$ cat src/rtl/port2_uart_tx.sv
// Debounces the CPU port-2 value, queues each new stable value and sends it as a UART frame.
// Define PORT2_TX_PARITY_EN to add an even-parity bit between the data bits and the stop bit.
module port2_uart_tx #(
    parameter int unsigned CLK_DIV       = 868,
    parameter int unsigned STABLE_CYCLES = 4,
    parameter int unsigned FIFO_DEPTH    = 4
) (
    input  logic       clock,
    input  logic       reset,
    input  logic [6:0] port2_data,
    input  logic       enable,
    output logic       tx,
    output logic       busy,
    output logic       fifo_full,
    output logic       overflow
);

    localparam int unsigned DivW = $clog2(CLK_DIV);
    localparam int unsigned CntW = $clog2(STABLE_CYCLES + 1);
    localparam int unsigned PtrW = $clog2(FIFO_DEPTH);
    localparam int unsigned OccW = PtrW + 1;

    localparam logic [CntW-1:0] StableMax = CntW'(STABLE_CYCLES);
    localparam logic [DivW-1:0] DivLast   = DivW'(CLK_DIV - 1);
    localparam logic [OccW-1:0] OccFull   = OccW'(FIFO_DEPTH);

    typedef enum logic [2:0] {
        StIdle,
        StStart,
        StData,
`ifdef PORT2_TX_PARITY_EN
        StParity,
`endif
        StStop
    } state_e;

    // Capture / debounce
    logic [6:0]      sample_q, cand_q, cand_d, last_q, last_d;
    logic [CntW-1:0] cnt_q, cnt_d;
    logic            reach, commit;

    // FIFO
    logic [7:0]      mem [FIFO_DEPTH];
    logic [PtrW-1:0] wr_q, rd_q;
    logic [OccW-1:0] count_q;
    logic            empty, push, pop, drop, overflow_q;

    // Transmitter
    state_e          state_q, state_d;
    logic [DivW-1:0] div_q, div_d;
    logic [2:0]      bit_q, bit_d;
    logic [7:0]      data_q, data_d;
    logic            tx_q, tx_d, div_end;

    always_comb begin
        cand_d = cand_q;
        cnt_d  = cnt_q;
        reach  = 1'b0;
        if (sample_q != cand_q) begin
            cand_d = sample_q;
            cnt_d  = CntW'(1);
            reach  = (STABLE_CYCLES == 1);
        end else if (cnt_q != StableMax) begin
            cnt_d = cnt_q + CntW'(1);
            reach = (cnt_d == StableMax);
        end
        commit = reach && enable && (cand_d != last_q);
        last_d = commit ? cand_d : last_q;
    end

    always_ff @(posedge clock or negedge reset) begin
        if (!reset) begin
            sample_q <= '0;
            cand_q   <= '0;
            cnt_q    <= '0;
            last_q   <= '0;
        end else begin
            sample_q <= port2_data;
            cand_q   <= cand_d;
            cnt_q    <= cnt_d;
            last_q   <= last_d;
        end
    end

    assign empty     = (count_q == '0);
    assign fifo_full = (count_q == OccFull);
    // A pop in the same cycle frees the slot, so a full FIFO still accepts the push.
    assign push      = commit && (!fifo_full || pop);
    assign drop      = commit && fifo_full && !pop;

    always_ff @(posedge clock) begin
        if (push) begin
            mem[wr_q] <= {1'b0, cand_d};
        end
    end

    always_ff @(posedge clock or negedge reset) begin
        if (!reset) begin
            wr_q       <= '0;
            rd_q       <= '0;
            count_q    <= '0;
            overflow_q <= 1'b0;
        end else begin
            overflow_q <= drop;
            if (push) wr_q <= wr_q + PtrW'(1);
            if (pop)  rd_q <= rd_q + PtrW'(1);
            case ({push, pop})
                2'b10:   count_q <= count_q + OccW'(1);
                2'b01:   count_q <= count_q - OccW'(1);
                default: count_q <= count_q;
            endcase
        end
    end

    assign overflow = overflow_q;

    always_comb begin
        state_d = state_q;
        div_d   = div_q;
        bit_d   = bit_q;
        data_d  = data_q;
        pop     = 1'b0;
        div_end = (div_q == DivLast);
        if (state_q != StIdle) begin
            div_d = div_end ? '0 : div_q + DivW'(1);
        end
        case (state_q)
            StIdle: begin
                if (enable && !empty) begin
                    pop     = 1'b1;
                    data_d  = mem[rd_q];
                    div_d   = '0;
                    state_d = StStart;
                end
            end
            StStart: begin
                if (div_end) begin
                    bit_d   = '0;
                    state_d = StData;
                end
            end
            StData: begin
                if (div_end) begin
                    if (bit_q == 3'd7) begin
`ifdef PORT2_TX_PARITY_EN
                        state_d = StParity;
`else
                        state_d = StStop;
`endif
                    end else begin
                        bit_d = bit_q + 3'd1;
                    end
                end
            end
`ifdef PORT2_TX_PARITY_EN
            StParity: begin
                if (div_end) state_d = StStop;
            end
`endif
            StStop: begin
                if (div_end) begin
                    if (enable && !empty) begin
                        pop     = 1'b1;
                        data_d  = mem[rd_q];
                        state_d = StStart;
                    end else begin
                        state_d = StIdle;
                    end
                end
            end
            default: state_d = StIdle;
        endcase
    end

    // The line level follows the current state one cycle later, from a flop.
    always_comb begin
        tx_d = 1'b1;
        case (state_q)
            StStart:  tx_d = 1'b0;
            StData:   tx_d = data_q[bit_q];
`ifdef PORT2_TX_PARITY_EN
            StParity: tx_d = ^data_q;
`endif
            default:  tx_d = 1'b1;
        endcase
    end

    always_ff @(posedge clock or negedge reset) begin
        if (!reset) begin
            state_q <= StIdle;
            div_q   <= '0;
            bit_q   <= '0;
            data_q  <= '0;
            tx_q    <= 1'b1;
        end else begin
            state_q <= state_d;
            div_q   <= div_d;
            bit_q   <= bit_d;
            data_q  <= data_d;
            tx_q    <= tx_d;
        end
    end

    assign tx   = tx_q;
    assign busy = (state_q != StIdle);

endmodule

$ cat config.mk
export PLATFORM = sky130hd
export DESIGN_NAME = port2_uart_tx
export DESIGN_NICKNAME = d
export VERILOG_FILES = /design/src/rtl/port2_uart_tx.sv
export SDC_FILE = /design/constraint.sdc
export NUM_CORES = 1
export LEC_CHECK = 0
export ABC_AREA = 1
export CAP_MARGIN = 10
export CORE_MARGIN = 5
export CORE_UTILIZATION = 60
export CTS_BUF_LIST = sky130_fd_sc_hd__clkbuf_8 sky130_fd_sc_hd__clkbuf_16
export DETAILED_ROUTE_END_ITERATION = 6
export PLACE_DENSITY_LB_ADDON = 0.05
export SYNTH_ARGS = -nofsm -noshare
export SYNTH_HDL_FRONTEND = slang
export SYNTH_SLANG_ARGS = --single-unit
$ cat constraint.sdc
create_clock -name clock -period 5.7 [get_ports clock]
set_clock_uncertainty 0.15 [all_clocks]
set_input_delay 0.57 -clock clock [delete_from_list [all_inputs] [get_ports clock]]
set_output_delay 0.57 -clock clock [all_outputs]
set_load 0.02 [all_outputs]
# Yosys cells after proc, flatten, opt, wreduce, memory -nomap -nowiden
# Memories as Yosys holds them, arrays and structs flattened.
# Index checks and enable logic that the tools add are counted.
classes:
  add_sub_neg: 7
  order_cmp: 1
  n_eq_ne: 18
  n_mux: 32
  n_reduce_logical: 20
op_table:
  columns: ["cell", "n"]
  rows:
  - ["$mux W10", 4]
  - ["$mux W3", 10]
  - ["$mux W8", 2]
  - ["$pmux W8 S2", 1]
  - ["$ne A7 B7 Y1", 2]
  - ["$ne A2 B2 Y1 const B", 6]
  - ["$pmux W3 S2", 2]
  - ["$pmux W3 S4", 1]
  - ["$add A10 B1 Y10 const B", 1]
  - ["$eq A10 B10 Y1 const B", 1]
  - ["$add A3 B1 Y3 const B", 3]
  - ["$eq A3 B3 Y1 const B", 3]
  - ["$mux W1", 8]
  - ["$reduce_bool A2 Y1", 4]
  - ["$mux W7", 1]
  - ["$eq A3 B2 Y1 const B", 2]
  - ["$logic_and A1 B1 Y1", 6]
  - ["$logic_not A3 Y1", 2]
  - ["$reduce_and A5 Y1", 1]
  - ["$add A2 B1 Y2 const B", 2]
  - ["$lt A3 B4 Y1 const B", 1]
  - ["$pmux W1 S2", 2]
  - ["$reduce_and A4 Y1", 1]
  - ["$bmux W1 S3", 1]
  - ["other kinds (9)", 11]
word_totals:
  regBits: 57
  ram_bits: 28
  input_bits: 10
  n_memories: 1
memory_table:
  columns: ["memory", "depth", "width", "read_ports", "rd_clocked_by_memory_dff", "wr", "line", "text"]
  rows:
  - ["mem", 4, 7, 1, 0, 1, "43", "logic [7:0] mem [FIFO_DEPTH];"]

# Longest topological paths before layout
depth:
  depth_word: 10
  depth_mapped: 15

# Worst setup path before layout
# No wires, ideal clock.
synth_timing:
  kind: "reg2reg"
  start: "register state_q[0]"
  end: "register count_q[2]"
  arrival_ns: 2.346
  required_time_ns: 5.419
  setup_slack_ns: 3.073
  path_stages_with_launch: 16
  cell_sequence: "dfrtp_1 > inv_1 > ha_1 > inv_1 > nand2_1 > nand3_1 > nor2_1 > nand2_2 > nand2_2 > nand3_4 > ha_1 > inv_1 > fa_1 > a21oi_1 > o21ai_0 > xor2_1"
synth_via:
  elab_chain_len: 6
synth_rtl:
  columns: ["item", "line", "text"]
  rows:
  - ["from (decl)", "49", "state_e state_q, state_d;"]
  - ["from (signal assigned)", "190", "state_q <= StIdle;"]
  - ["from (signal assigned)", "196", "state_q <= state_d;"]
  - ["$eq A3 B2 Y1 / $logic_not A3 Y1 (equally long branches)", "127", "case (state_q)"]
  - ["$pmux W1 S2 *", "127", null]
  - ["$logic_or A1 B1 Y1", "88", "assign push = commit && (!fifo_full || pop);"]
  - ["$logic_and A1 B1 Y1", "88", null]
  - ["$eq A2 B1 Y1 / $eq A2 B2 Y1 (equally long branches)", "107", "case ({push, pop})"]
  - ["$pmux W3 S2 / $reduce_bool A2 Y1 (equally long branches)", null, null]
  - ["to (signal assigned)", "108", "2'b10: count_q <= count_q + OccW'(1);"]
  - ["to (signal assigned)", "109", "2'b01: count_q <= count_q - OccW'(1);"]
  - ["to (signal assigned)", "110", "default: count_q <= count_q;"]
  - ["to (decl)", "45", "logic [OccW-1:0] count_q;"]
# Every way passes the cells marked *; elsewhere a longest branch is shown, timed or not.
# A chain may end at the register's enable or synchronous reset.

# Worst setup path after layout
# Same ends and word-level chain as after synthesis.

==> summary.md <==
| Metric | Value |
|---|---|
| Status | finished clean |
| HP Class | primary input to async pin |
| Tot GR Track Use | 17.3% |
| Antenna Violating Nets Remaining | 0 |
| Synthesized flop and latch total | 83 |
| Power per cell area | 374 mW/mm² |
| Cells resized by post-CTS repair | 0 |
| Leakage | 0.00198 µW |
| Main synth FF type | dfrtp_1 |
| EDFF count, synth | 28 |
| Final setup violating endpoints | 0 |
| DPL Wire Length | 4710 µm |
| Critical Path Fanout Max | 7 |
| Avg Synthesized Cell Area | 9.32 µm² |
| Synth Warn # | 0 |
| Total length of routed wires | 6510 µm |
| # IOs | 14 |
| Post-CTS setup buffer count | 0 |
| Top cell type's share of synthesized area | 34.6% |
| Yosys cell types | 38 |
| Cell area after layout | 0.00427 mm² |
| Arrival time worst endpoint | ~2.8 ns |
| Upper clock frequency limit | 365 MHz |
| RSZ-0062 raised after global routing | false |
| # DRC | 0 |
| RePlAce Congestion | ~0.84 |
| Global-route wire length before repair | 11,500 µm |
| H-Tree Depth | 3 |
| Pre-antenna DRT Iters | 4 |
| Final worst slack | slightly below 3 ns |
| Gr ovfl total | 0 |
| Max Transition Viols Final | 0 |
| Syn_nets | between 400 and 500 |
| Fin util | 67.2% |
| Startpoint Class | flop |
| Worst skew pair latency | 0.35 ns |
| Max-cap violations | 0 |
| Area Growth Syn to Fin | 9.29% |
| Final Hold Slack | 0.179 ns |
| Clock sinks | 83 |
| Critical Path End Type | flop |
| Min cycle time layout | ~2.7 ns |
| VDD IR max | between 0.0002 and 0.00025 V |
| Async SR Flop Fraction | 66.3% |
| Initial DRC count | 102 |
| Post-synthesis cell type with the largest combined area | dfrtp_1 |
| Via density | around 5 |
| Vias in the first global route | 2,542 |
| Clk pin slew, worst setup/hold paths | 0.09 ns |
| Initial antenna violation count | 0 |
| Crit Path Category | flop to flop |
| Final Hold Fails | 0 |
| Fraction of layout cells with a size suffix above 1 | 7.99% |
| Register area share after synthesis | between 50% and 60% |
| Placement Setup Slack | 2.86 ns |
| Final worst path period share | 48.0% |
| CTS max path bufs | 2 |
| Most common cell in the synthesized netlist | nand2_1 |
| Relative slew margins | 55.7% |
| Worst slew pin tran | around 0.66 ns |
| CTS tree | yes |
| Cells after Synth | 419 |
| CP required | 5.78 ns |
| Largest net degree at the start of global routing | between 50 and 60 |
| Clock root buffer | clkbuf_8 |
| Post-placement cell area | 0.00408 mm² |
| Post-CTS Hold Buffers | 0 |
| Setup TNS | 0 ns |
| PortBufs | 13 |
| Final #Nets | 459 |
| Die W | 90.7 µm |
| Die H | 90.7 µm |
| Synth area leaders | dfrtp_1 35%, edfxtp_1 22%, nand2_1 9.5% |
| DR WL/cell | 12.6 µm |
| Die area | 0.00822 mm² |
| # diodes | 0 |
| Initial Utilization | between 60% and 70% |
| FP Rows | 29 |
| Synth cell count leaders | 99 x nand2_1, 58 x inv_1, 54 x dfrtp_1 |
| Vias | 2,643 |
| Core outline area | ~0.0063 mm² |
| Syn Std Cell Area | 0.00390 mm² |
| Num CTS Buffers | 9 |
==> power breakdown <==
| part | leakage [µW] | internal (µW) | total [µW] | switching [µW] |
|---|---|---|---|---|
| sequential | 0.000926 | 692 | 774 | 82.1 |
| clock | 0.0000947 | 170 | 398 | 229 |
| combinational | 0.000958 | 166 | 423 | 257 |
| total | 0.00198 | 1030 | 1600 | 568 |
==> final timing paths <==
check                                start         end  slack, ns  depth (start not counted)
worst max register to register  state_q[0]  count_q[2]       2.96                         15
worst min register to register   data_q[2]   data_q[2]       0.34                          2
worst max-delay path            state_q[0]  count_q[2]       2.96                         15
worst min-delay path                 reset    div_q[7]       0.18                          2
max in group asynchronous            reset   last_q[6]       4.77                          2
min in group clock               data_q[2]   data_q[2]       0.34                          2
==> metal layers <==
layer | part of all wire, % | global-route usage (%) | routed length [µm]
met1 | 48 | 22.2 | 3120
met2 | 48 | 28.5 | 3140
met3 | 2.1 | 3.00 | 134
met4 | 1.7 | 8.06 | 112
met5 | 0 | 0 | 0
==> stage by stage <==
| stage | std cells | power [µW] |
|---|---|---|
| after global routing | 515 | 1720 |
| final | 515 | 1600 |
| after global placement | 499 | 1190 |
| after detailed placement | 499 | 1210 |
| after CTS | 515 | 1610 |
| after floorplan | 419 | 1100 |
==> layout by cell type (no fill, tap or decap), drive strengths merged, types with 2 or more instances in the layout <==
master / count
o21ai: 35
o21bai: 2
o32ai: 7
ha: 15
nand2: 103
xnor2: 3
o22ai: 3
nor2: 52
a21oi: 2
clkbuf: 9
clkdlybuf4s50: 12
nand3: 24
dfrtp: 54
inv: 66
edfxtp: 28
buf: 2
nor3: 4
o31ai: 2
xor2: 5
==> critical path, cell delays in order (launching register included) <==
cell	delay, ns
dfrtp_1	0.42
inv_1	0.08
ha_1	0.23
inv_1	0.19
nand2_1	0.09
nand3_1	0.10
nor2_1	0.05
nand2_2	0.09
nand2_2	0.09
nand3_4	0.14
ha_1	0.15
inv_1	0.06
fa_1	0.37
a21oi_1	0.14
o21ai_0	0.11
xor2_1	0.16
==> cell type report <==
cell class	count	area (µm²)
multi-input cells	264	1400
repair buffers	14	133
fillers	471	2080
inverters	61	229
clock buffers	9	124
clock inverters	7	65.1
well taps	77	96.3
flip-flops and latches	83	2220
==> registers in the layout (all words and copies together), names as in the netlist <==
signal,cells
mem,28
div_q,10
cand_q,7
data_q,7
last_q,7
sample_q,7
bit_q,3
cnt_q,3
count_q,3
rd_q,2
state_q,2
wr_q,2
overflow,1
tx,1
==> cells by family (layout without fill, tap and decap cells) <==
family / count (synthesis) / count (layout) / synth area share (%)
flip-flops: 83 / 83 / 56.8
AND/OR/NAND/NOR: 185 / 185 / 20.3
multiplexers: 1 / 1 / 0.256
buffers and inverters: 72 / 91 / 7.27
XOR/XNOR: 8 / 8 / 1.79
AO/OA/AOI/OAI: 54 / 54 / 8.23
adder cells (fa/ha/maj): 16 / 16 / 5.32
Power figures use the tool's default switching activity.
